==> config.mk <==
export PLATFORM = sky130hd
export DESIGN_NAME = i2s_capture_flat
export DESIGN_NICKNAME = d
export VERILOG_FILES = /design/src/rtl/i2s_capture_if.sv /design/src/rtl/i2s_capture.sv /design/src/flat_wrapper.sv
export SDC_FILE = /design/constraint.sdc
export NUM_CORES = 1
export LEC_CHECK = 0
export CORE_UTILIZATION = 32
export DETAILED_ROUTE_END_ITERATION = 6
export GPL_ROUTABILITY_DRIVEN = 0
export SETUP_SLACK_MARGIN = 0.4
export SYNTH_ARGS = -nofsm -noshare
export SYNTH_HDL_FRONTEND = slang
export SYNTH_SLANG_ARGS = --single-unit
==> constraint.sdc <==
create_clock -name clk -period 1.95 [get_ports clk]
set_input_delay 0.39 -clock clk [delete_from_list [all_inputs] [get_ports clk]]
set_output_delay 0.39 -clock clk [all_outputs]
set_load 0.05 [all_outputs]
==> src/rtl/i2s_capture_if.sv <==
// Bus bundle for i2s_capture: the serial codec pins plus the parallel stereo frame outputs.
// The peak meter signals exist only when I2S_CAPTURE_PEAK_EN is defined.
`timescale 1ns/1ps
interface i2s_capture_if #(
    parameter int SAMPLE_WIDTH = 24
);
    logic                    i2s_bclk;
    logic                    i2s_lr;
    logic                    i2s_sdata;
    logic [SAMPLE_WIDTH-1:0] left_sample;
    logic [SAMPLE_WIDTH-1:0] right_sample;
    logic                    sample_valid;
    logic                    frame_error;
`ifdef I2S_CAPTURE_PEAK_EN
    logic [SAMPLE_WIDTH-2:0] peak_level;
    logic                    peak_clear;

    modport master (
        input  i2s_bclk, i2s_lr, i2s_sdata, peak_clear,
        output left_sample, right_sample, sample_valid, frame_error, peak_level
    );
    modport slave (
        output i2s_bclk, i2s_lr, i2s_sdata, peak_clear,
        input  left_sample, right_sample, sample_valid, frame_error, peak_level
    );
`else
    modport master (
        input  i2s_bclk, i2s_lr, i2s_sdata,
        output left_sample, right_sample, sample_valid, frame_error
    );
    modport slave (
        output i2s_bclk, i2s_lr, i2s_sdata,
        input  left_sample, right_sample, sample_valid, frame_error
    );
`endif
endinterface

==> src/rtl/i2s_capture.sv <==
// I2S receiver: synchronizes bclk/lr/sdata into clk, deserializes left/right words and strobes each
// completed stereo frame. Define I2S_CAPTURE_PEAK_EN to add a left-channel peak meter.
`timescale 1ns/1ps
module i2s_capture #(
    parameter int SAMPLE_WIDTH = 24,
    parameter int SLOT_BITS    = 32
) (
    input  logic          clk,
    input  logic          reset,
    i2s_capture_if.master bus
);
    localparam int CNT_W = $clog2(SLOT_BITS + 2);

    typedef enum logic [1:0] {WAIT_SYNC, DELAY, SHIFT, PAD} state_t;

    // Bit 0 = bclk, bit 1 = lr, bit 2 = sdata
    logic [2:0] pin_vec;
    logic [2:0] sync2_vec;
    logic [2:0] hist_vec;

    assign pin_vec = {bus.i2s_sdata, bus.i2s_lr, bus.i2s_bclk};

    generate
        for (genvar gi = 0; gi < 3; gi++) begin : g_sync
            logic s1_reg;
            logic s2_reg;
            logic h_reg;
            always_ff @(posedge clk) begin
                if (reset) begin
                    s1_reg <= 1'b0;
                    s2_reg <= 1'b0;
                    h_reg  <= 1'b0;
                end else begin
                    s1_reg <= pin_vec[gi];
                    s2_reg <= s1_reg;
                    h_reg  <= s2_reg;
                end
            end
            assign sync2_vec[gi] = s2_reg;
            assign hist_vec[gi]  = h_reg;
        end
    endgenerate

    // lr/sdata are stable for half a bclk around the rise, so the history stage is a safe sample point.
    logic bclk_rise;
    logic lr_now;
    logic sdata_now;
    logic lr_prev_reg;
    logic lr_change;

    assign bclk_rise = sync2_vec[0] & ~hist_vec[0];
    assign lr_now    = hist_vec[1];
    assign sdata_now = hist_vec[2];
    assign lr_change = lr_now ^ lr_prev_reg;

    state_t                  state_reg;
    logic [CNT_W-1:0]        bit_cnt_reg;
    logic                    chan_reg;
    logic                    have_left_reg;
    logic [SAMPLE_WIDTH-2:0] shreg_reg;
    logic [SAMPLE_WIDTH-1:0] left_hold_reg;
    logic [SAMPLE_WIDTH-1:0] left_sample_reg;
    logic [SAMPLE_WIDTH-1:0] right_sample_reg;
    logic                    sample_valid_reg;
    logic                    frame_error_reg;
    logic [SAMPLE_WIDTH-1:0] shift_word;

    assign shift_word = {shreg_reg, sdata_now};

    always_ff @(posedge clk) begin
        if (reset) begin
            state_reg        <= WAIT_SYNC;
            bit_cnt_reg      <= '0;
            chan_reg         <= 1'b0;
            have_left_reg    <= 1'b0;
            lr_prev_reg      <= 1'b0;
            shreg_reg        <= '0;
            left_hold_reg    <= '0;
            left_sample_reg  <= '0;
            right_sample_reg <= '0;
            sample_valid_reg <= 1'b0;
            frame_error_reg  <= 1'b0;
        end else begin
            sample_valid_reg <= 1'b0;
            frame_error_reg  <= 1'b0;
            if (bclk_rise) begin
                lr_prev_reg <= lr_now;
                case (state_reg)
                    WAIT_SYNC: begin
                        if (lr_change) state_reg <= DELAY;
                    end
                    DELAY: begin
                        bit_cnt_reg <= '0;
                        chan_reg    <= lr_now;
                        state_reg   <= SHIFT;
                    end
                    SHIFT: begin
                        if (lr_change) begin
                            frame_error_reg <= 1'b1;
                            have_left_reg   <= 1'b0;
                            state_reg       <= DELAY;
                        end else begin
                            shreg_reg   <= shift_word[SAMPLE_WIDTH-2:0];
                            bit_cnt_reg <= bit_cnt_reg + 1'b1;
                            if (bit_cnt_reg == CNT_W'(SAMPLE_WIDTH - 1)) begin
                                state_reg <= PAD;
                                if (!chan_reg) begin
                                    left_hold_reg <= shift_word;
                                    have_left_reg <= 1'b1;
                                end else begin
                                    // A right word only counts if its left partner was captured.
                                    if (have_left_reg) begin
                                        left_sample_reg  <= left_hold_reg;
                                        right_sample_reg <= shift_word;
                                        sample_valid_reg <= 1'b1;
                                    end
                                    have_left_reg <= 1'b0;
                                end
                            end
                        end
                    end
                    PAD: begin
                        if (lr_change) begin
                            state_reg <= DELAY;
                        end else if (bit_cnt_reg >= CNT_W'(SLOT_BITS)) begin
                            bit_cnt_reg     <= CNT_W'(SLOT_BITS + 1);
                            frame_error_reg <= 1'b1;
                            state_reg       <= WAIT_SYNC;
                        end else begin
                            bit_cnt_reg <= bit_cnt_reg + 1'b1;
                        end
                    end
                    default: state_reg <= WAIT_SYNC;
                endcase
            end
        end
    end

    assign bus.left_sample  = left_sample_reg;
    assign bus.right_sample = right_sample_reg;
    assign bus.sample_valid = sample_valid_reg;
    assign bus.frame_error  = frame_error_reg;

`ifdef I2S_CAPTURE_PEAK_EN
    logic [SAMPLE_WIDTH-1:0] left_mag;
    logic [SAMPLE_WIDTH-2:0] peak_mag;
    logic [SAMPLE_WIDTH-2:0] peak_level_reg;

    // The most negative code has no positive twin; saturate it to full scale.
    always_comb begin
        left_mag = left_sample_reg[SAMPLE_WIDTH-1] ? (~left_sample_reg + 1'b1) : left_sample_reg;
        peak_mag = left_mag[SAMPLE_WIDTH-1] ? '1 : left_mag[SAMPLE_WIDTH-2:0];
    end

    always_ff @(posedge clk) begin
        if (reset || bus.peak_clear) begin
            peak_level_reg <= '0;
        end else if (sample_valid_reg && (peak_mag > peak_level_reg)) begin
            peak_level_reg <= peak_mag;
        end
    end

    assign bus.peak_level = peak_level_reg;
`endif
endmodule
==> src/flat_wrapper.sv <==
// flat-port wrapper written by rule: the top's interface ports become plain ports
module i2s_capture_flat 
#(
    parameter int SAMPLE_WIDTH = 24,
    parameter int SLOT_BITS    = 32
)
  (clk, reset, bus_i2s_bclk, bus_i2s_lr, bus_i2s_sdata, bus_left_sample, bus_right_sample, bus_sample_valid, bus_frame_error);
  i2s_capture_if #(.SAMPLE_WIDTH(SAMPLE_WIDTH)) bus_i ();
  input  logic clk;
  input  logic reset;
  input wire logic [$bits(bus_i.i2s_bclk)-1:0] bus_i2s_bclk;
  input wire logic [$bits(bus_i.i2s_lr)-1:0] bus_i2s_lr;
  input wire logic [$bits(bus_i.i2s_sdata)-1:0] bus_i2s_sdata;
  output wire logic [$bits(bus_i.left_sample)-1:0] bus_left_sample;
  output wire logic [$bits(bus_i.right_sample)-1:0] bus_right_sample;
  output wire logic [$bits(bus_i.sample_valid)-1:0] bus_sample_valid;
  output wire logic [$bits(bus_i.frame_error)-1:0] bus_frame_error;
  assign bus_i.i2s_bclk = bus_i2s_bclk;
  assign bus_i.i2s_lr = bus_i2s_lr;
  assign bus_i.i2s_sdata = bus_i2s_sdata;
  assign bus_left_sample = bus_i.left_sample;
  assign bus_right_sample = bus_i.right_sample;
  assign bus_sample_valid = bus_i.sample_valid;
  assign bus_frame_error = bus_i.frame_error;
  i2s_capture #(.SAMPLE_WIDTH(SAMPLE_WIDTH), .SLOT_BITS(SLOT_BITS)) u_core (.clk(clk), .reset(reset), .bus(bus_i));
endmodule
==> flow_metrics.py <==
metrics = {
    "logic_synthesis": {
        "syn_inst": 507,
        "yosys.area.top_type": "dfxtp_1",
        "ys_ff_latch": 117,
        "synthTopCellsByArea": "dfxtp_1 (53%), nand2_1 (12%), a21oi_1 (8.7%), nand2b_1 (6.7%), mux2i_1 (6.3%)",
        "yosys_warnings": 0,
        "syn_nets": 514,
        "async_reset_ff_share_pct": 0,
        "yosysSeqAreaShare_pct": 52.6,
        "synth.cell_area_sq_um": 4450,
        "synth_top_flop_cell": "dfxtp_1",
        "ys_types": 39,
        "yosys.area.top_type_share_pct": 52.6,
        "syn_avg_cell_area_sq_um": 8.78,
        "synth-edff-count": 0,
    },
    "power": {
        "ir_drop_mv": 0.479,
        "p_comb_share_pct": 1.6,
        "power.leakage_nw": 2.04,
        "seq_power_share_pct": 42.4,
        "clock_power_share_pct": 56.0,
        "switching_share_pct": 18.9,
        "p_per_area_nw_per_um2": 929,
        "switching_power_mw": 1.07,
        "p_int_mw": 4.60,
    },
    "cts": {
        "cts_root_buffer": "clkbuf_16",
        "cts_tree": "yes",
        "clock_path_buffers": 2,
        "path_clk_slew_ns": 0.05,
        "clock_sinks": 117,
        "cts_buffers": 17,
        "clk_latency_ns": 0.40,
        "htreeDepth": 4,
    },
    "setup_path": {
        "reg2reg_depth": 6,
        "critical_path_required_ns": 2.27,
        "cp-end-kind": "register",
        "crit_top_cell": "and4_4",
        "critPathLaunchType": "register",
        "slowest_delay_ns": 0.37,
        "cp_slowest_cell": "dfxtp_4",
        "crit_type": "register to register",
        "cp_num_buf_inv": 1,
        "crit_cells": 6,
        "crit_chain": "ha_4 -> and4_4 -> and4_4 -> clkbuf_16 -> nand2_1 -> a21oi_1",
        "arrival_ns": 1.94,
        "crit_family": "simple AND/OR/NAND/NOR gates",
        "crit_fanout": 12,
    },
    "sta": {
        "fin_worst_skew_ns": 0.0145,
        "rsz0062_at_grt": "true",
        "max_slew_margin_pct": 70.6,
        "fin_ws_ns": 0.334,
        "period_minus_slack_ns": 1.62,
        "finalHoldViolCount": 0,
        "slew_viol_final": 0,
        "max_freq_mhz": 619,
        "fin_crit_sh_pct": 82.9,
        "setup_viol": 0,
        "worst_pin_slew_ns": 0.442,
        "final.setup.tns_ns": 0,
    },
    "route": {
        "dr.first_iter.drc_count": 241,
        "ant_nets": 0,
        "via_per_inst": 4.66,
        "drc_errors": 0,
        "vias": 3544,
        "post_drt_wl_per_cell_um": 13.8,
        "first_pass_iters": 4,
        "routed_wl_um": 10500,
    },
    "floorplan": {
        "start_util_pct": 33.2,
        "core-area_sq_um": 13400,
        "dieArea_sq_um": 14400,
        "die_y_um": 120,
        "rows": 42,
        "ios": 55,
        "die_x_um": 120,
    },
    "min_path": {
        "holdPathStages": 2,
        "hold_path_class": "input port to register",
    },
    "grt": {
        "antenna_found_initial": 0,
        "grt_pass1_wl_um": 16400,
        "grt_max_degree": 66,
        "grtUsageTotal_pct": 14.5,
        "overflow": 0,
        "grt_pass1_vias": 3325,
    },
    "final_layout": {
        "drive_above_1_share_pct": 21.4,
        "fin_nets": 579,
        "diodes": 0,
        "areaGrowthSynthToFinish_pct": 37.2,
        "fillers": 1293,
    },
    "placement": {
        "dp_hpwl_um": 6110,
        "dpl_worst_slack_ns": 0.181,
        "port_buffers": 54,
    },
    "flow_run": {
        "timing.max_cap.violations": 0,
    },
    "status": {
        "status": "completed",
    },
}
cells in the final DEF (no fill, tap or decap), drive strengths merged, types with 2 or more instances in the layout:
master,instances
inv,3
nor2b,10
and2,2
and4bb,2
or3,3
nand3,3
a31oi,2
bufinv,4
nor3,2
clkdlybuf4s50,3
nand2b,48
a21oi,77
clkbuf,26
dfxtp,117
mux2i,28
nor2,9
and4,2
o21ai,4
clkdlybuf4s15,31
xor2,2
clkinv,2
ha,2
buf,39
clkinvlp,3
nand2,145
synthesized netlist by cell type (2+ instances only):
library cell	n
nand3_1	3
and4_1	2
nor2b_1	10
dfxtp_1	117
or3_1	3
nor2_1	9
buf_8	2
and4bb_2	2
ha_1	2
nand2_1	143
inv_1	3
nand2b_1	48
clkbuf_1	22
buf_4	4
a21oi_1	77
xor2_1	2
buf_2	5
mux2i_1	28
o21ai_0	4
and2_1	2
cell type report:
cell class	count	area (sq um)	area share, %
Inverter	3	11.3	0.185
Clock inverter	9	153	2.50
Sequential cell	117	2360	38.7
Tap cell	176	220	3.61
Multi-Input combinational cell	355	2010	33.0
Timing Repair Buffer	78	892	14.6
Clock buffer	22	454	7.44
path summary, 6_finish.rpt:
check	startpoint	end	slack [ns]
max	u_core.bit_cnt_reg[1]	u_core.bus.right_sample[11]	0.33
min	reset	u_core.bit_cnt_reg[0]	0.41
max reg2reg	u_core.bit_cnt_reg[1]	u_core.bus.right_sample[11]	0.33
min reg2reg	u_core.g_sync[1].s1_reg	u_core.g_sync[1].s2_reg	0.43
cell families (layout without fill, tap and decap cells):
logic type	Yosys count	after routing	synth area share, %
DFF	117	117	52.6
buffers and inverters	36	112	4.02
xor gates and xnor gates	3	3	0.759
adders and majority gates	2	2	0.562
and+or+nand+nor	232	233	25.0
muxes	28	28	6.30
AOI/OAI and AO/OA	89	89	10.7
metal layers:
metal	vias to the layer above	GRT usage (%)	part of all wire [%]
met2	86	20.9	45
met5	-	0	0
met3	2	3.56	4.3
li1	1803	-	-
met4	0	5.39	0.52
met1	1653	20.6	50
power groups by stage:
stage	clock network, mW	logic [mW]	registers (mW)
after floorplan	0	0.0613	2.45
after CTS	3.23	0.0893	2.41
after detailed placement	0	0.0822	2.45
after global placement	0	0.0806	2.45
after global routing	3.34	0.0987	2.40
final	3.18	0.0907	2.40
what timing repair did:
item	in CTS	in global routing
pin swaps	4	6
gates resized for setup	111	13
cloned	3	4
endpoints found under the setup margin	110	97
buffers inserted	5	6
hold buffers	0	0
through the flow:
stage / cells / hold slack (ns) / power [mW] / area, sq um / util (%)
finish: 760 / 0.410 / 5.67 / 6100 / 45.5
global route: 760 / 0.428 / 5.84 / 6100 / 45.5
CTS: 750 / 0.411 / 5.72 / 5920 / 44.2
detailed placement: 711 / 0.420 / 2.54 / 5090 / 38.0
global placement: 711 / 0.417 / 2.54 / 5090 / 38.0
floorplan: 507 / 0.414 / 2.51 / 4460 / -
(Power assumes the default switching activity.)
==> variant, RTL diff (same settings) <==
`SAMPLE_WIDTH` is set to 24 in 3 places; all go to 20.
--- a/src/rtl/i2s_capture_if.sv
+++ b/src/rtl/i2s_capture_if.sv
@@ -3,5 +3,5 @@
 `timescale 1ns/1ps
 interface i2s_capture_if #(
-    parameter int SAMPLE_WIDTH = 24
+    parameter int SAMPLE_WIDTH = 20
 );
     logic                    i2s_bclk;
--- a/src/rtl/i2s_capture.sv
+++ b/src/rtl/i2s_capture.sv
@@ -3,5 +3,5 @@
 `timescale 1ns/1ps
 module i2s_capture #(
-    parameter int SAMPLE_WIDTH = 24,
+    parameter int SAMPLE_WIDTH = 20,
     parameter int SLOT_BITS    = 32
 ) (
--- a/src/flat_wrapper.sv
+++ b/src/flat_wrapper.sv
@@ -2,5 +2,5 @@
 module i2s_capture_flat 
 #(
-    parameter int SAMPLE_WIDTH = 24,
+    parameter int SAMPLE_WIDTH = 20,
     parameter int SLOT_BITS    = 32
 )
Interface: changed (resized bus_left_sample and bus_right_sample); port bits go from 55 to 47. No check against the original RTL was run, so the function may have changed too.
==> variant against the unedited design <==
The run now ends with negative setup slack left; setup slack worse by 0.33 ns; count of clock-buffer cells in the layout fell by 11; critical path depth is the same; clock skew decreased by 0.0066 ns; global-route usage up 1.3 points; wire length down 1.1%; combinational power fell by 22%; sequential cell count decreased by 16; total power down 28%; design area fell by 10%; synthesized area decreased by 11%.
==> variant: results <==
[status]
status = complete, but fails checks
violations = negative setup slack

[final_layout]
postLayoutCoreUtil_pct = 45.5
final_nets = 513
n_fill_cell = 1151
layout-drive-gt1-share_pct = 29.9
final_cell_count_no_fill = 658

[clock_network]
clkTransAtPathRegs_ns = 0.07
post-cts-setup-buffers = 8
clk_latency_ns = 0.34
cts-resized-gates = 124

[sta]
final.setup.worst_slack_ns = -0.000462
tns_ns = -0.000462
finalSetupViolations = 1
finalClockSkew_ns = 0.00796

[min_path]
min_path_type = flop to flop
hold_start = u_core.g_sync[1].s1_reg

[worst_setup_path]
reg2reg_to = u_core.left_hold_reg[0]
crit_start = u_core.state_reg[1]

[drt]
met3_length_um = 523
route.met2.wl_um = 4970
drt-met1-wl_um = 4780

[global_routing]
met2_usage_pct = 25.7
grt_pass1_wl_um = 16200
use_met1_pct = 21.2
grt_max_degree = 61

[place]
hpwl_um = 5550
pre_cts_ws_ns = 0.0648

[synthesis]
synth_nets = 459
synth_cell_types = 41
synth.area.top_cells = dfxtp_1, a21oi_1, o21ai_0
ys_seq_area_share_pct = 51.3

[pwr]
ir_worst_vdd_v = 0.000411
==> variant: area by class of cell <==
cell class / count / area share (%)
repair buffers: 83 / 18.2
clock inverters: 5 / 1.51
well taps: 147 / 3.37
multi-input cells: 307 / 35.1
flip-flops and latches: 101 / 37.1
inverters: 4 / 0.275
clock buffers: 11 / 4.44
==> variant: where the power goes <==
group / internal (uW) / switching, uW / total [uW]
clock: 1170 / 775 / 1940
combinational: 23.1 / 47.8 / 70.9
sequential: 2070 / 4.64 / 2070
==> variant: kinds of logic after synthesis <==
group / Yosys count / synth area share, %
adder cells (fa/ha/maj): 2 / 0.635
XOR/XNOR: 3 / 0.667
AND/OR/NAND/NOR: 141 / 19.5
multiplexers: 4 / 1.05
buffers and inverters: 44 / 6.41
flip-flops: 101 / 51.3
AO/OA/AOI/OAI: 157 / 20.5
==> variant: critical path, cell delays in order, from the launching register on <==
cell      delay (ns)
dfxtp_2         0.33
or4bb_4         0.54
nor4_4          0.35
buf_6           0.21
buf_16          0.14
nand3b_1        0.10
a21oi_2         0.18
